--- src/rtl/minmax_tracker_if.sv ---
// Purpose : stream bundle for minmax_tracker: sample input (valid/ready/data/last)
//           and per-frame result output (valid/ready/min/max/indices/count).
// Latency : none, wires only.
// Backpressure: carries in_ready/out_ready; slave = tracker, master = source/sink.
interface minmax_tracker_if #(
  parameter int N     = 8,
  parameter int CNT_W = 8
);
  logic             in_valid;
  logic             in_ready;
  logic [N-1:0]     in_data;
  logic             in_last;
  logic             out_valid;
  logic             out_ready;
  logic [N-1:0]     out_min;
  logic [N-1:0]     out_max;
  logic [CNT_W-1:0] out_min_idx;
  logic [CNT_W-1:0] out_max_idx;
  logic [CNT_W-1:0] out_count;

  modport slave (
    input  in_valid, in_data, in_last, out_ready,
    output in_ready, out_valid, out_min, out_max, out_min_idx, out_max_idx, out_count
  );

  modport master (
    output in_valid, in_data, in_last, out_ready,
    input  in_ready, out_valid, out_min, out_max, out_min_idx, out_max_idx, out_count
  );
endinterface

--- src/rtl/minmax_tracker.sv ---
// Purpose : per-frame running min/max tracker with beat indices and saturating count.
//           Ports: clk, rst_n (sync, active-low), bus (minmax_tracker_if.slave).
//           Optional macro MINMAX_SIGNED_EN selects two's-complement ordering.
// Latency : result out_valid one cycle after the last beat is accepted.
// Backpressure: in_ready drops while a result is held; result held until out_ready.

// Recursive equal / less-than compare (a<b), unsigned. N must be a power of two.
module comparator #(
  parameter int N = 8
) (
  input  logic [N-1:0] a,
  input  logic [N-1:0] b,
  output logic         eq,
  output logic         lt
);
  generate
    if (N == 1) begin : g_leaf
      assign eq = (a[0] == b[0]);
      assign lt = ~a[0] & b[0];
    end else begin : g_split
      localparam int H = N / 2;
      logic eq_hi, lt_hi, eq_lo, lt_lo;

      comparator #(.N(H)) u_hi (.a(a[N-1:H]), .b(b[N-1:H]), .eq(eq_hi), .lt(lt_hi));
      comparator #(.N(H)) u_lo (.a(a[H-1:0]), .b(b[H-1:0]), .eq(eq_lo), .lt(lt_lo));

      // Upper half decides unless it is equal; then the lower half decides.
      assign eq = eq_hi & eq_lo;
      assign lt = lt_hi | (eq_hi & lt_lo);
    end
  endgenerate
endmodule

module minmax_tracker #(
  parameter int N     = 8,
  parameter int CNT_W = 8
) (
  input  logic            clk,
  input  logic            rst_n,
  minmax_tracker_if.slave bus
);
  typedef enum logic [1:0] {
    S_FIRST = 2'd0,
    S_ACCUM = 2'd1,
    S_HOLD  = 2'd2
  } state_t;

  state_t           state_q, state_d;
  logic             in_ready_int;
  logic             out_valid_int;
  logic             accept;

  logic [N-1:0]     min_q, max_q;
  logic [CNT_W-1:0] min_idx_q, max_idx_q, cnt_q;

  // Comparison keys: flipping the sign bit maps two's-complement order onto
  // unsigned order, so one unsigned comparator serves both modes.
  logic [N-1:0]     flip;
  logic [N-1:0]     key_new, key_min, key_max;
  logic             eq_min, lt_min, eq_max, lt_max;
  logic             upd_min, upd_max;

  always_comb begin
    flip = '0;
`ifdef MINMAX_SIGNED_EN
    flip[N-1] = 1'b1;
`else
    flip[N-1] = 1'b0;
`endif
  end

  assign key_new = bus.in_data ^ flip;
  assign key_min = min_q ^ flip;
  assign key_max = max_q ^ flip;

  comparator #(.N(N)) u_cmp_min (.a(key_new), .b(key_min), .eq(eq_min), .lt(lt_min));
  comparator #(.N(N)) u_cmp_max (.a(key_max), .b(key_new), .eq(eq_max), .lt(lt_max));

  // Strictly-less only: ties keep the earliest occurrence.
  assign upd_min = lt_min & ~eq_min;
  assign upd_max = lt_max & ~eq_max;

  assign accept = bus.in_valid & in_ready_int;

  // State register
  always_ff @(posedge clk) begin
    if (!rst_n) begin
      state_q <= S_FIRST;
    end else begin
      state_q <= state_d;
    end
  end

  // Next-state logic
  always_comb begin
    state_d = state_q;
    case (state_q)
      S_FIRST, S_ACCUM: begin
        if (accept) begin
          state_d = bus.in_last ? S_HOLD : S_ACCUM;
        end
      end
      S_HOLD: begin
        if (bus.out_ready) begin
          state_d = S_FIRST;
        end
      end
      default: state_d = S_FIRST;
    endcase
  end

  // Output decode: registered state only, so no in_valid -> out_valid path.
  always_comb begin
    in_ready_int  = 1'b0;
    out_valid_int = 1'b0;
    case (state_q)
      S_FIRST, S_ACCUM: in_ready_int  = rst_n;
      S_HOLD:           out_valid_int = 1'b1;
      default: begin
        in_ready_int  = 1'b0;
        out_valid_int = 1'b0;
      end
    endcase
  end

  // Running statistics; these registers are also the result outputs.
  always_ff @(posedge clk) begin
    if (!rst_n) begin
      min_q     <= '0;
      max_q     <= '0;
      min_idx_q <= '0;
      max_idx_q <= '0;
      cnt_q     <= '0;
    end else if (accept) begin
      if (state_q == S_FIRST) begin
        min_q     <= bus.in_data;
        max_q     <= bus.in_data;
        min_idx_q <= '0;
        max_idx_q <= '0;
        cnt_q     <= {{(CNT_W-1){1'b0}}, 1'b1};
      end else begin
        // cnt_q is this beat's index; once saturated it stays the index.
        if (upd_min) begin
          min_q     <= bus.in_data;
          min_idx_q <= cnt_q;
        end
        if (upd_max) begin
          max_q     <= bus.in_data;
          max_idx_q <= cnt_q;
        end
        if (cnt_q != {CNT_W{1'b1}}) begin
          cnt_q <= cnt_q + 1'b1;
        end
      end
    end
  end

  assign bus.in_ready    = in_ready_int;
  assign bus.out_valid   = out_valid_int;
  assign bus.out_min     = min_q;
  assign bus.out_max     = max_q;
  assign bus.out_min_idx = min_idx_q;
  assign bus.out_max_idx = max_idx_q;
  assign bus.out_count   = cnt_q;
endmodule

--- src/flat_wrapper.sv ---
// flat-port wrapper written by rule: the top's interface ports become plain ports
module minmax_tracker_flat 
#(
  parameter int N     = 8,
  parameter int CNT_W = 8
)
  (clk, rst_n, bus_in_valid, bus_in_data, bus_in_last, bus_out_ready, bus_in_ready, bus_out_valid, bus_out_min, bus_out_max, bus_out_min_idx, bus_out_max_idx, bus_out_count);
  minmax_tracker_if #(.N(N), .CNT_W(CNT_W)) bus_i ();
  input  logic clk;
  input  logic rst_n;
  input wire logic [$bits(bus_i.in_valid)-1:0] bus_in_valid;
  input wire logic [$bits(bus_i.in_data)-1:0] bus_in_data;
  input wire logic [$bits(bus_i.in_last)-1:0] bus_in_last;
  input wire logic [$bits(bus_i.out_ready)-1:0] bus_out_ready;
  output wire logic [$bits(bus_i.in_ready)-1:0] bus_in_ready;
  output wire logic [$bits(bus_i.out_valid)-1:0] bus_out_valid;
  output wire logic [$bits(bus_i.out_min)-1:0] bus_out_min;
  output wire logic [$bits(bus_i.out_max)-1:0] bus_out_max;
  output wire logic [$bits(bus_i.out_min_idx)-1:0] bus_out_min_idx;
  output wire logic [$bits(bus_i.out_max_idx)-1:0] bus_out_max_idx;
  output wire logic [$bits(bus_i.out_count)-1:0] bus_out_count;
  assign bus_i.in_valid = bus_in_valid;
  assign bus_i.in_data = bus_in_data;
  assign bus_i.in_last = bus_in_last;
  assign bus_i.out_ready = bus_out_ready;
  assign bus_in_ready = bus_i.in_ready;
  assign bus_out_valid = bus_i.out_valid;
  assign bus_out_min = bus_i.out_min;
  assign bus_out_max = bus_i.out_max;
  assign bus_out_min_idx = bus_i.out_min_idx;
  assign bus_out_max_idx = bus_i.out_max_idx;
  assign bus_out_count = bus_i.out_count;
  minmax_tracker #(.N(N), .CNT_W(CNT_W)) u_core (.clk(clk), .rst_n(rst_n), .bus(bus_i));
endmodule
--- config.mk ---
export PLATFORM = sky130hd
export DESIGN_NAME = minmax_tracker_flat
export DESIGN_NICKNAME = d
export VERILOG_FILES = /design/src/rtl/minmax_tracker_if.sv /design/src/rtl/minmax_tracker.sv /design/src/flat_wrapper.sv
export SDC_FILE = /design/constraint.sdc
export NUM_CORES = 1
export LEC_CHECK = 0
export BUFFER_PORTS_ARGS = -buffer_cell sky130_fd_sc_hd__buf_2
export CORE_MARGIN = 1
export CORE_UTILIZATION = 45
export CTS_BUF_LIST = sky130_fd_sc_hd__clkbuf_2
export CTS_CLUSTER_SIZE = 40
export DETAILED_ROUTE_END_ITERATION = 8
export MAX_ROUTING_LAYER = met4
export PLACE_DENSITY_LB_ADDON = 0.08
export SLEW_MARGIN = 20
export SYNTH_ARGS = -nofsm -noshare
export SYNTH_HDL_FRONTEND = slang
export SYNTH_HIERARCHICAL = 1
export SYNTH_SLANG_ARGS = --single-unit
--- constraint.sdc ---
create_clock -name clk -period 2.2 [get_ports clk]
set_clock_uncertainty 0.2 [all_clocks]
set_input_delay 0.11 -clock clk [delete_from_list [all_inputs] [get_ports clk]]
set_output_delay 0.11 -clock clk [all_outputs]
set_load 0.02 [all_outputs]
## Word-level counts from Yosys, hierarchy flattened

Index checks and enable logic that the tools add are counted.
W data, S select, Z words.

- Flip-flop bits (word level): 42
- Input port bits: 13
- Output and inout port bits: 42
- Logic and storage cells: 132

- $add $sub $neg: 1
- Eq/ne operators: 21
- Mux-type cells: 16
- Bitwise operators: 79
- Reduce and logical (&&, ||, !) cells: 9

Operator list:

| operator | count |
|---|---|
| $mux W8 | 10 |
| $and A1 B1 Y1 | 47 |
| $not A1 Y1 | 18 |
| $eq A1 B1 Y1 | 16 |
| $or A1 B1 Y1 | 14 |
| $add A8 B1 Y8 const B | 1 |
| $ne A8 B8 Y1 const B | 1 |
| $reduce_and A2 Y1 | 4 |
| $mux W2 | 3 |
| $reduce_bool A2 Y1 | 3 |
| $pmux W2 S2 | 1 |
| $eq A2 B1 Y1 const B | 1 |
| $eq A2 B2 Y1 const B | 1 |
| $logic_not A2 Y1 | 1 |
| $mux W1 | 2 |
| $ne A2 B1 Y1 const B | 1 |
| $ne A2 B2 Y1 const B | 1 |
| $reduce_or A2 Y1 | 1 |

## Longest topological paths before layout

Gate-level depths: netlist (run 1).

- Depth in word-level cells: 11
- Depth in mapped cells: 10
- Gate-level depth less buffers: 9

## Modules after synthesis

The synthesis (run 1) kept the hierarchy.

Modules (own cells, without submodules):

| module | times used | cells an instance | area an instance (um^2) | sequential area each (um^2) |
|---|---|---|---|---|
| minmax_tracker | 1 | 212 | 2038.2 | 840.8 |
| comparator at u_core.u_cmp_max.g_split.u_hi.g_split.u_hi.g_split.u_hi ... | 16 | 2 | 16.3 | 0.0 |
| comparator at u_core.u_cmp_max ... | 14 | 2 | 13.8 | 0.0 |

## Worst setup path before layout (run 1)

Ideal clock, no wire load.

- Path kind: reg-to-reg
- Start point: register u_core.max_q[7] (netlist: u_core/bus.out_max[7])
- End point: register u_core.max_idx_q[6] (netlist: u_core/bus.out_max_idx[6])
- Library setup time: 66 ps
- Arrival: 2001 ps
- Data required time: 1934 ps
- Path slack: -67 ps
- Stages on the path, launching flop included: 11
- Buffers on the path: 1
- Clock period less this slack: 2267 ps
- Cells stage by stage: dfxtp_1 inv_1 ha_1 and2_1 and2_1 and2_1 nor2b_1 o21a_4 buf_6 nand3_2 a21boi_2

- Cells in the longest elaborated chain, start to end: 8
- Elaborated cells on any way between the ends: 16
- Classes of those cells: eq/ne: 1; bitwise: 13; reduce/logical: 2

Ends and longest elaborated chain:

| what | RTL line | text |
|---|---|---|
| from (decl) | minmax_tracker.sv:53 | `logic [N-1:0] min_q, max_q;` |
| from (signal assigned) | minmax_tracker.sv:137 | `max_q <= bus.in_data;` |
| from (signal assigned) | minmax_tracker.sv:148 | `max_q <= bus.in_data;` |
| $eq A1 B1 Y1 | minmax_tracker.sv:18 | `assign eq = (a[0] == b[0]);` |
| named net u_core.u_cmp_max.g_split.u_hi.g_split.u_hi.g_split.eq_hi | minmax_tracker.sv:22 | `logic eq_hi, lt_hi, eq_lo, lt_lo;` |
| $and A1 B1 Y1 | minmax_tracker.sv:28 | `assign eq = eq_hi & eq_lo;` |
| named net u_core.u_cmp_max.g_split.u_hi.g_split.eq_hi | minmax_tracker.sv:22 |  |
| $and A1 B1 Y1 | minmax_tracker.sv:28 |  |
| named net u_core.u_cmp_max.g_split.eq_hi | minmax_tracker.sv:22 |  |
| $and A1 B1 Y1 | minmax_tracker.sv:28 |  |
| named net u_core.eq_max | minmax_tracker.sv:60 | `logic eq_min, lt_min, eq_max, lt_max;` |
| $not A1 Y1 | minmax_tracker.sv:81 | `assign upd_max = lt_max & ~eq_max;` |
| $and A1 B1 Y1 | minmax_tracker.sv:81 |  |
| $reduce_bool A2 Y1 (no line) | - |  |
| $reduce_and A2 Y1 (no line) | - |  |
| to (signal assigned) | minmax_tracker.sv:149 | `max_idx_q <= cnt_q;` |
| to (decl) | minmax_tracker.sv:54 | `logic [CNT_W-1:0] min_idx_q, max_idx_q, cnt_q;` |

The timed path passes the listed nets, and every way through them passes these cells.
A chain may end at the register's enable or synchronous reset.

## Worst setup path after layout (run 1)

- Start point: register u_core.max_q[5] (netlist: u_core/bus.out_max[5])
- End point: register u_core.max_q[4] (netlist: u_core/bus.out_max[4])

- Cells in the longest elaborated chain, start to end: 9
- Elaborated cells on any way between the ends: 16
- Classes of those cells: eq/ne: 1; bitwise: 13; reduce/logical: 2

Ends and longest elaborated chain:

| what | RTL line | text |
|---|---|---|
| $eq A1 B1 Y1 | minmax_tracker.sv:18 |  |
| named net u_core.u_cmp_max.g_split.u_hi.g_split.u_lo.g_split.eq_hi | minmax_tracker.sv:22 |  |
| $and A1 B1 Y1 | minmax_tracker.sv:29 | `assign lt = lt_hi \| (eq_hi & lt_lo);` |
| $or A1 B1 Y1 | minmax_tracker.sv:29 |  |
| named net u_core.u_cmp_max.g_split.u_hi.g_split.lt_lo | minmax_tracker.sv:22 |  |
| $and A1 B1 Y1 | minmax_tracker.sv:29 |  |
| $or A1 B1 Y1 | minmax_tracker.sv:29 |  |
| named net u_core.u_cmp_max.g_split.lt_hi | minmax_tracker.sv:22 |  |
| $or A1 B1 Y1 | minmax_tracker.sv:29 |  |
| named net u_core.lt_max | minmax_tracker.sv:60 |  |
| $and A1 B1 Y1 | minmax_tracker.sv:81 |  |
| $reduce_bool A2 Y1 (no line) | - |  |
| $reduce_and A2 Y1 (no line) | - |  |

The timed path passes the listed nets, and every way through them passes these cells.

==> results.cfg, run 1 <==
[sta]
max_freq_mhz = 460
maxSlewHeadroom_pct = 60.4
worst_pin_slew_ns = 0.594
final-hold-violation-count = 0
rsz0062_at_grt = true
period_share_pct = 98.8
layout_min_cycle_time_ns = 2.17
drv_slew = 0
setup_viol = 0

[cells_and_area]
stdcell_count = 427
area_growth_pct = 33.5
drive_gt1_share_pct = 44.0
fill_cells = 480
final_nets = 386
postLayoutCellArea_um2 = 3330
final_util_pct = 63.9
n_antenna_cell = 0

[routing]
first_pass_iters = 4
avgRoutedWirePerCell_um = 14.4
drc = 0
routed_via_density = 5.09
drt-total-wl_um = 6150
postRouteAntennaNets = 0
drt_iter0_markers = 62
num_vias = 2174

[worst_setup_path]
r2r_cells = 10
r2r-end = u_core/bus.out_max[4]
reg2reg_from = u_core/bus.out_max[5]
crit_end = u_core/bus.out_max[4]
crit_fanout = 5
startpoint_type = register
r2r_setup_slack_ns = 0.03
startpoint = u_core/bus.out_max[5]
cp.required_ns = 2.36
cp-end-kind = register
cp_data_arrival_time_ns = 2.33
critical_path_class = reg -> reg

[synth]
avgSynthCellArea_um2 = 9.16
synthCells = 272
seq_area_frac_synth_pct = 33.8
yosysWarnings = 6
synth-seq-cells = 42
synth.distinct_cells = 46
syn_nets = 302
synthesis.area_um2 = 2490

[die]
start_util_pct = 47.9
die_h_um = 76.4
dieArea_um2 = 5840
die_x_um = 76.4
rows = 26
core_area_um2 = 5200
io_pins = 55

[place]
placed_area_um2 = 2850
placed_cells = 396
hpwlAfterDp_um = 3920
port_buffers = 54
gp_congestion = 0.807

[global_route]
globalRouteTotalUtil_pct = 20.7
grt_pass1_wl_um = 9500
grt_max_degree = 45
grt_pass1_vias = 1999
antenna_found_initial = 0
overflow = 0

[power_and_ir_drop]
powerDensity_nw_per_um2 = 521
ir_worst_vdd_mv = 0.320
p_leak_nw = 1.52
power.total_w = 0.00173

[run_status]
status = finished clean

[clocking]
cts-htree-levels = 2
path_clk_slew_ns = 0.24
cts.sinks = 42
root_buffer = clkbuf_2
cts_tree = done
cts_buffers = 5
clkLatencyLatePin_ns = 0.42
clk_path_buf_depth = 2

[flow_run]
max-cap-violations = 0

[hold_path]
hold_class = in -> reg
## final cells by class
type                            instances  area, µm²  share of cell area (%)
Multi-Input combinational cell        200       1580                    47.4
Clock inverter                          3       63.8                    1.92
Clock buffer                            5       25.0                   0.752
Tap cell                               70       87.6                    2.63
Timing Repair Buffer                   88        647                    19.5
Inverter                               19       71.3                    2.14
Sequential cell                        42        853                    25.7
## cells in the final DEF (no fill, tap or decap), types with 6 or more instances in the layout
cell,n
nand3_1,16
a21boi_2,20
a21o_1,14
dfxtp_2,10
ha_1,11
inv_1,18
ha_4,6
and2_1,12
a21boi_1,13
dfxtp_1,32
buf_4,17
dlygate4sd3_1,12
nand2_1,37
nand2_2,18
buf_2,49
## metrics by stage
stage                     TNS [ns]  hold WS, ns  worst slack [ns]
after floorplan                  0       0.0373            0.0110
after global placement           0        0.186            0.0439
after global routing        -0.506       0.0179           -0.0525
after detailed placement         0        0.182            0.0354
final                            0       0.0247            0.0265
after CTS                        0      0.00622            0.0311
## cells by family after synthesis
group                      Yosys count  synth area share, %
AOI/OAI and AO/OA                   71                 26.1
adders and majority gates           17                 8.54
buffers and inverters               32                 7.68
DFF                                 42                 33.8
and+or+nand+nor                    110                 23.9
## what timing repair did
item | in CTS | in global routing
buffers inserted | 0 | 6
hold buffers | 12 | 1
pin swaps | 0 | 24
setup endpoints to repair | 4 | 32
hold endpoints to repair | 18 | 2
resized for setup | 1 | 29
cloned | 0 | 4
## report_power, final
part           internal, W  leakage (nW)  switching (W)
Combinational     0.000176          1.12       0.000186
Clock             0.000302        0.0506       0.000266
Sequential        0.000783         0.345      0.0000185
## worst min path at each step
stage	from	end	slack (ns)	cells after the start
after floorplan	bus_in_data[7]	u_core/bus.out_max[7]	0.04	2
after global placement	bus_in_valid	u_core/state_q[0]	0.19	2
after detailed placement	bus_in_valid	u_core/state_q[0]	0.18	2
after CTS	rst_n	u_core/bus.out_max[7]	0.006	3
after global routing	rst_n	u_core/bus.out_max_idx[3]	0.02	3
final	rst_n	u_core/bus.out_max[7]	0.02	3
## Yosys cell counts, drive strengths merged
library cell  count  area share [%]
inv              19             2.9
o211ai            1            0.50
a32oi             1            0.35
o21a              3             1.5
a21o             14             4.2
a41o              1            0.40
o211a             1            0.40
nor2              3            0.75
and3              3             1.0
nand2            55              10
or3               2            0.50
or2               1            0.25
and3b             1            0.35
dfxtp            42              34
and2             14             3.5
nand3b            1            0.30
clkbuf            4            0.60
o21ai             8             2.5
a22oi             2            0.60
nand2b            2            0.50
nor3              2            0.40
o32ai             1            0.65
o221a             1            0.45
a21oi             1            0.20
nand4             1            0.25
nand3            19             4.4
and2b             1            0.30
a31oi             3             1.0
a21boi           33              13
o221ai            1            0.35
nor2b             5             1.3
buf               9             4.2
ha               17             8.5
## metal layers
layer | wire length, µm | global-route usage (%) | up-vias
met3 | 194 | 3.71 | 4
met4 | 41 | 5.19 | 0
met5 | 0 | - | -
li1 | - | - | 1104
met1 | 2800 | 25.5 | 1021
met2 | 3120 | 35.0 | 45
## worst max-delay path, stage by stage (launching register included)
cell	delay, ns
dfxtp_2	0.37
inv_1	0.04
ha_1	0.27
a21o_1	0.18
a21o_1	0.15
a21o_1	0.16
nor2b_4	0.14
o21ai_4	0.24
buf_6	0.17
nand2_2	0.06
a21boi_2	0.13
## flip-flops by register name, summed over array words and instances (netlist names)
name	cells
u_core/bus.out_count	8
u_core/bus.out_max	8
u_core/bus.out_max_idx	8
u_core/bus.out_min	8
u_core/bus.out_min_idx	8
u_core/state_q	2
Note: power is estimated with default switching activity, not from simulation.
==> run 2: changes to the inputs <==
--- a/config.mk
+++ b/config.mk
@@ -5,9 +5,9 @@
 export SDC_FILE = /design/constraint.sdc
 export NUM_CORES = 1
 export LEC_CHECK = 0
-export BUFFER_PORTS_ARGS = -buffer_cell sky130_fd_sc_hd__buf_2
+export BUFFER_PORTS_ARGS = -buffer_cell sky130_fd_sc_hd__buf_4
 export CORE_MARGIN = 1
-export CORE_UTILIZATION = 45
+export CORE_UTILIZATION = 51
 export CTS_BUF_LIST = sky130_fd_sc_hd__clkbuf_2
 export CTS_CLUSTER_SIZE = 40
 export DETAILED_ROUTE_END_ITERATION = 8
==> run 2 against run 1 <==
Critical path depth unchanged. Non-clock buffer count decreased by 7. Utilization increased by 6.6 points.
==> results.cfg, run 2 (synthesis results as in run 1) <==
[routing]
first_pass_iters = 4
routed_via_density = 5.24
num_vias = 2183
drt_iter0_markers = 104
avgRoutedWirePerCell_um = 14.5
drc = 0
drt-total-wl_um = 6060
postRouteAntennaNets = 0

[power_and_ir_drop]
powerDensity_nw_per_um2 = 519
p_sw_w = 0.000472
power.internal_w = 0.00126
p_clk_share_pct = 33.1
p_seq_share_pct = 46.3
p_sw_share_pct = 27.3
combPwrFrac_pct = 20.5
ir_worst_vdd_mv = 0.330
p_leak_nw = 1.47

[cells_and_area]
final_common_cell = buf_4
multi_input_area_um2 = 1550
regArea_um2 = 852
drive_gt1_share_pct = 41.7
final_nets = 379
area_growth_pct = 33.7
n_antenna_cell = 0
final_cell_mix = 64 x buf_4, 37 x nand2_1, 33 x dfxtp_1, 20 x a21boi_2, 19 x inv_1
fill_cells = 375

[worst_setup_path]
slowest_stage = dfxtp_2
cp.required_ns = 2.37
max_stage_delay_ns = 0.41
startpoint_type = register
crit_fanout = 5
critical_path_class = reg -> reg
cpMostUsedCell = a21o_1
cp_data_arrival_time_ns = 2.36
cp-end-kind = register
timing.critical_path.cells = inv_1 -> ha_1 -> and2_4 -> a21o_1 -> a21o_1 -> nor2b_4 -> o21ai_4 -> clkbuf_16 -> nand2_2 -> a21boi_2

[clocking]
path_clk_slew_ns = 0.23
cts-htree-levels = 2
cts_buffers = 5
cts_tree = done
clkLatencyLatePin_ns = 0.42
root_buffer = clkbuf_2
cts.sinks = 42
clk_path_buf_depth = 2

[sta]
drv_slew = 0
period_share_pct = 99.5
layout_min_cycle_time_ns = 2.19
maxSlewHeadroom_pct = 63.5
tns_ns = 0
whs_ns = 0.0706
worst_pin_slew_ns = 0.548
setup_viol = 0
final-hold-violation-count = 0
max_freq_mhz = 457

[place]
port_buffers = 54
hpwlAfterDp_um = 3840
gp_congestion = 0.868

[global_route]
globalRouteTotalUtil_pct = 23.7
antenna_found_initial = 0
grt_max_degree = 27
grt_pass1_wl_um = 9170
overflow = 0
grt_pass1_vias = 2031

[die]
start_util_pct = 52.7
rows = 25
dieArea_um2 = 5170
core_area_um2 = 4720
io_pins = 55
die_h_um = 71.9
die_x_um = 71.9

[hold_path]
hold_class = in -> reg

[run_status]
status = finished clean

[flow_run]
max-cap-violations = 0
-- run 2: final cells by class --
class | count | share of cell area, %
clock buffer | 5 | 0.752
clock inverter | 3 | 1.92
inverter | 19 | 2.14
multi-input combinational | 200 | 46.4
sequential | 42 | 25.6
tap | 67 | 2.52
timing repair buffer | 81 | 20.6
-- run 2: critical path: cells and delay by family (launching register included) --
kind / cells / cell delay (ns)
fa+ha+maj: 1 / 0.26
buf+inv: 2 / 0.24
compound gates: 4 / 0.70
flops: 1 / 0.41
simple gates: 3 / 0.33
-- run 2: path summary, 6_finish.rpt --
path	from	to	slack [ns]	depth (start not counted)
hold reg to reg	u_core/bus.out_max_idx[0]	u_core/bus.out_max_idx[0]	0.27	2
hold / removal	bus_in_valid	u_core/bus.out_count[7]	0.07	4
setup reg to reg	u_core/bus.out_max[2]	u_core/bus.out_max_idx[7]	0.01	10
setup / recovery	u_core/bus.out_max[2]	u_core/bus.out_max_idx[7]	0.01	10
-- run 2: per-layer routing --
metal | up-vias | global-route usage (%) | wire (µm)
met4 | 0 | 9.15 | 95
met2 | 48 | 41.1 | 3110
met1 | 1040 | 28.1 | 2660
met3 | 9 | 2.92 | 190
li1 | 1086 | - | -
met5 | - | - | 0
-- run 2: power groups by stage --
stage | Clock [W] | Combinational (W) | Sequential (W)
after CTS | 0.000583 | 0.000319 | 0.000801
after floorplan | 0 | 0.000186 | 0.000835
after global placement | 0 | 0.000294 | 0.000815
after global routing | 0.000617 | 0.000389 | 0.000805
final | 0.000573 | 0.000354 | 0.000801
after detailed placement | 0 | 0.000297 | 0.000815
-- run 2: metrics by stage --
stage                     instance area, µm²  total power [W]  util (%)  setup slack [ns]  std cells
final                                   3330          0.00173      70.5            0.0112        417
after floorplan                         2500          0.00102         -            0.0110        272
after CTS                               3190          0.00170      67.6            0.0238        411
after global routing                    3330          0.00181      70.5           -0.0685        417
after global placement                  2970          0.00111      62.9            0.0348        390
after detailed placement                2970          0.00111      62.9            0.0307        390
-- run 2: repair_timing --
item | in CTS | in global routing
gates resized for setup | 1 | 12
cloned | 0 | 3
pin swaps | 0 | 9
setup buffers | 0 | 3
hold endpoints to repair | 30 | 0
endpoints found under the setup margin | 3 | 30
hold buffers | 13 | 0
==> run 3: changes to the inputs <==
--- a/config.mk
+++ b/config.mk
@@ -6,13 +6,15 @@
 export NUM_CORES = 1
 export LEC_CHECK = 0
 export BUFFER_PORTS_ARGS = -buffer_cell sky130_fd_sc_hd__buf_4
+export CELL_PAD_IN_SITES_DETAIL_PLACEMENT = 0
+export CELL_PAD_IN_SITES_GLOBAL_PLACEMENT = 1
 export CORE_MARGIN = 1
-export CORE_UTILIZATION = 51
+export CORE_UTILIZATION = 38
 export CTS_BUF_LIST = sky130_fd_sc_hd__clkbuf_2
 export CTS_CLUSTER_SIZE = 40
 export DETAILED_ROUTE_END_ITERATION = 8
 export MAX_ROUTING_LAYER = met4
-export PLACE_DENSITY_LB_ADDON = 0.08
+export PLACE_DENSITY = 0.87
 export SLEW_MARGIN = 20
 export SYNTH_ARGS = -nofsm -noshare
 export SYNTH_HDL_FRONTEND = slang
==> run 3 against run 2 <==
Global-route usage decreased by 5.7 points. Wire length is 3.5% lower. Via count up 0.23%. Largest power group unchanged. Register-to-register slack better by 0.03 ns. Highest routed layer unchanged. Largest cell class unchanged. Final cell count grew 4.1%. Flip-flop and latch count unchanged. Power decreased by 16%.
==> results.cfg, run 3 (synthesis results as in run 1) <==
[global_route]
overflow = 0
grt_max_degree = 47
grt_pass1_wl_um = 9820
antenna_found_initial = 0
globalRouteTotalUtil_pct = 18.0
grt_pass1_vias = 2101

[sta]
max_freq_mhz = 463
maxSlewHeadroom_pct = 55.5
final-hold-violation-count = 0
layout_min_cycle_time_ns = 2.16
setup_viol = 0
period_share_pct = 98.1
rsz0062_at_grt = true
tns_ns = 0
worst_pin_slew_ns = 0.668
drv_slew = 0

[worst_setup_path]
cpMostUsedCell = a21o_1
r2r_cells = 10
reg2reg_from = u_core/bus.out_max[3]
r2r-end = u_core/bus.out_max[1]
crit_family = compound AO/OA/AOI/OAI gates
cp_data_arrival_time_ns = 2.30
timing.critical_path.cells = inv_1 -> ha_1 -> a21o_1 -> a21o_1 -> a21o_1 -> nor2b_4 -> o21ai_4 -> buf_4 -> nand2_2 -> a21boi_2
cp.required_ns = 2.34
r2r_setup_slack_ns = 0.04
max_stage_delay_ns = 0.38
cp_num_buf_inv = 2
cp-end-kind = register
crit_end = u_core/bus.out_max[1]
startpoint_type = register
slowest_stage = dfxtp_2
startpoint = u_core/bus.out_max[3]
crit_fanout = 6
cp.depth = 10
critical_path_class = reg -> reg

[routing]
num_vias = 2188
drt-total-wl_um = 5840
drc = 0
routed_via_density = 5.04
drt_iter0_markers = 94
first_pass_iters = 4
postRouteAntennaNets = 0
avgRoutedWirePerCell_um = 13.5

[power_and_ir_drop]
p_sw_w = 0.000438
p_seq_share_pct = 55.0
power.internal_w = 0.00101
p_leak_nw = 1.46
ir_worst_vdd_mv = 0.263
p_sw_share_pct = 30.2
p_clk_share_pct = 21.5
powerDensity_nw_per_um2 = 444
combPwrFrac_pct = 23.5

[clocking]
cts_buffers = 5
clkLatencyLatePin_ns = 0.40
root_buffer = clkbuf_2
cts.sinks = 42
cts-htree-levels = 2
cts_tree = done
clk_path_buf_depth = 2
path_clk_slew_ns = 0.22

[place]
port_buffers = 54
gp_congestion = 0.829
hpwlAfterDp_um = 4120

[cells_and_area]
fill_cells = 623
final_cell_mix = 74 x buf_4, 37 x nand2_1, 36 x dfxtp_1, 20 x a21boi_2, 19 x inv_1
area_growth_pct = 31.3
n_antenna_cell = 0
final_util_pct = 51.5
final_nets = 386
final_common_cell = buf_4
drive_gt1_share_pct = 40.9

[die]
dieArea_um2 = 6880
core_area_um2 = 6350
die_x_um = 83.0
die_h_um = 83.0
start_util_pct = 39.2
rows = 29
io_pins = 55

[hold_path]
hold_class = reg -> reg

[run_status]
status = finished clean

[flow_run]
max-cap-violations = 0
run 3: cell count changes in the layout (fill, tap and decap cells not counted), moves of 2 or more:
| cell | change |
|---|---|
| buf_4 | +10 |
| ha_1 | +4 |
| ha_4 | -4 |
| dfxtp_1 | +3 |
| dfxtp_2 | -3 |
| bufinv_16 | -2 |
| clkinv_1 | +2 |
| nand3_1 | -2 |
| nand3_2 | +2 |
run 3: power by group through the flow:
stage,registers (W),clock network (W),logic (W)
after floorplan,0.000835,0,0.000186
after global placement,0.000814,0,0.000293
after detailed placement,0.000815,0,0.000299
after CTS,0.000799,0.000332,0.000322
after global routing,0.000802,0.000357,0.000376
final,0.000798,0.000312,0.000341
run 3: metrics by stage:
stage          instance area [µm²]  hold WS (ns)  setup WS, ns  total power [W]  instances
2_1_floorplan                 2500        0.0373        0.0110          0.00102        272
3_3_place_gp                  3010         0.159        0.0609          0.00111        405
3_5_place_dp                  3010         0.168        0.0248          0.00111        405
4_1_cts                       3190         0.280        0.0236          0.00145        427
5_1_grt                       3270         0.289       -0.0379          0.00154        434
6_report                      3270         0.272        0.0420          0.00145        434
run 3: cell type report:
type                            instances  area, µm²  area share, %
Inverter                               19       71.3           2.18
Tap cell                               77       96.3           2.95
Timing Repair Buffer                   88        706           21.6
Sequential cell                        42        848           25.9
Clock inverter                          3       11.3          0.344
Clock buffer                            5       25.0          0.765
Multi-Input combinational cell        200       1510           46.3
run 3: metal layers:
layer  global-route usage (%)  wire length, µm  vias up
met5                        -                0        -
met4                     5.96              105        0
met3                     3.68              284        9
met2                     30.5             2810       61
met1                     21.4             2640     1017
li1                         -                -     1101
run 3: timing repair:
action                                  4_1_cts  5_1_grt
endpoints found under the hold margin        42        0
setup buffers                                 0        6
pin swaps                                     0        2
endpoints found under the setup margin        6       32
gates resized for setup                       1        7
cloned                                        1        1
hold buffers                                 13        0
run 3: worst min-delay path by stage:
stage                              startpoint                   endpoint  cells after the start  slack [ns]
floorplan                      bus_in_data[7]      u_core/bus.out_max[7]                      2        0.04
global placement                 bus_in_valid          u_core/state_q[0]                      2        0.16
detailed placement               bus_in_valid          u_core/state_q[0]                      2        0.17
CTS                     u_core/bus.out_max[2]      u_core/bus.out_max[2]                      2        0.28
global route                   bus_in_data[5]      u_core/bus.out_max[5]                      4        0.29
finish              u_core/bus.out_min_idx[0]  u_core/bus.out_min_idx[0]                      2        0.27
run 3: tightest hold or removal path, delay by kind of cell, from the launching register on:
| kind | cells | cell delay (ns) |
|---|---|---|
| flip-flops | 1 | 0.36 |
| AND/OR/NAND/NOR | 1 | 0.05 |
| AO/OA/AOI/OAI | 1 | 0.05 |
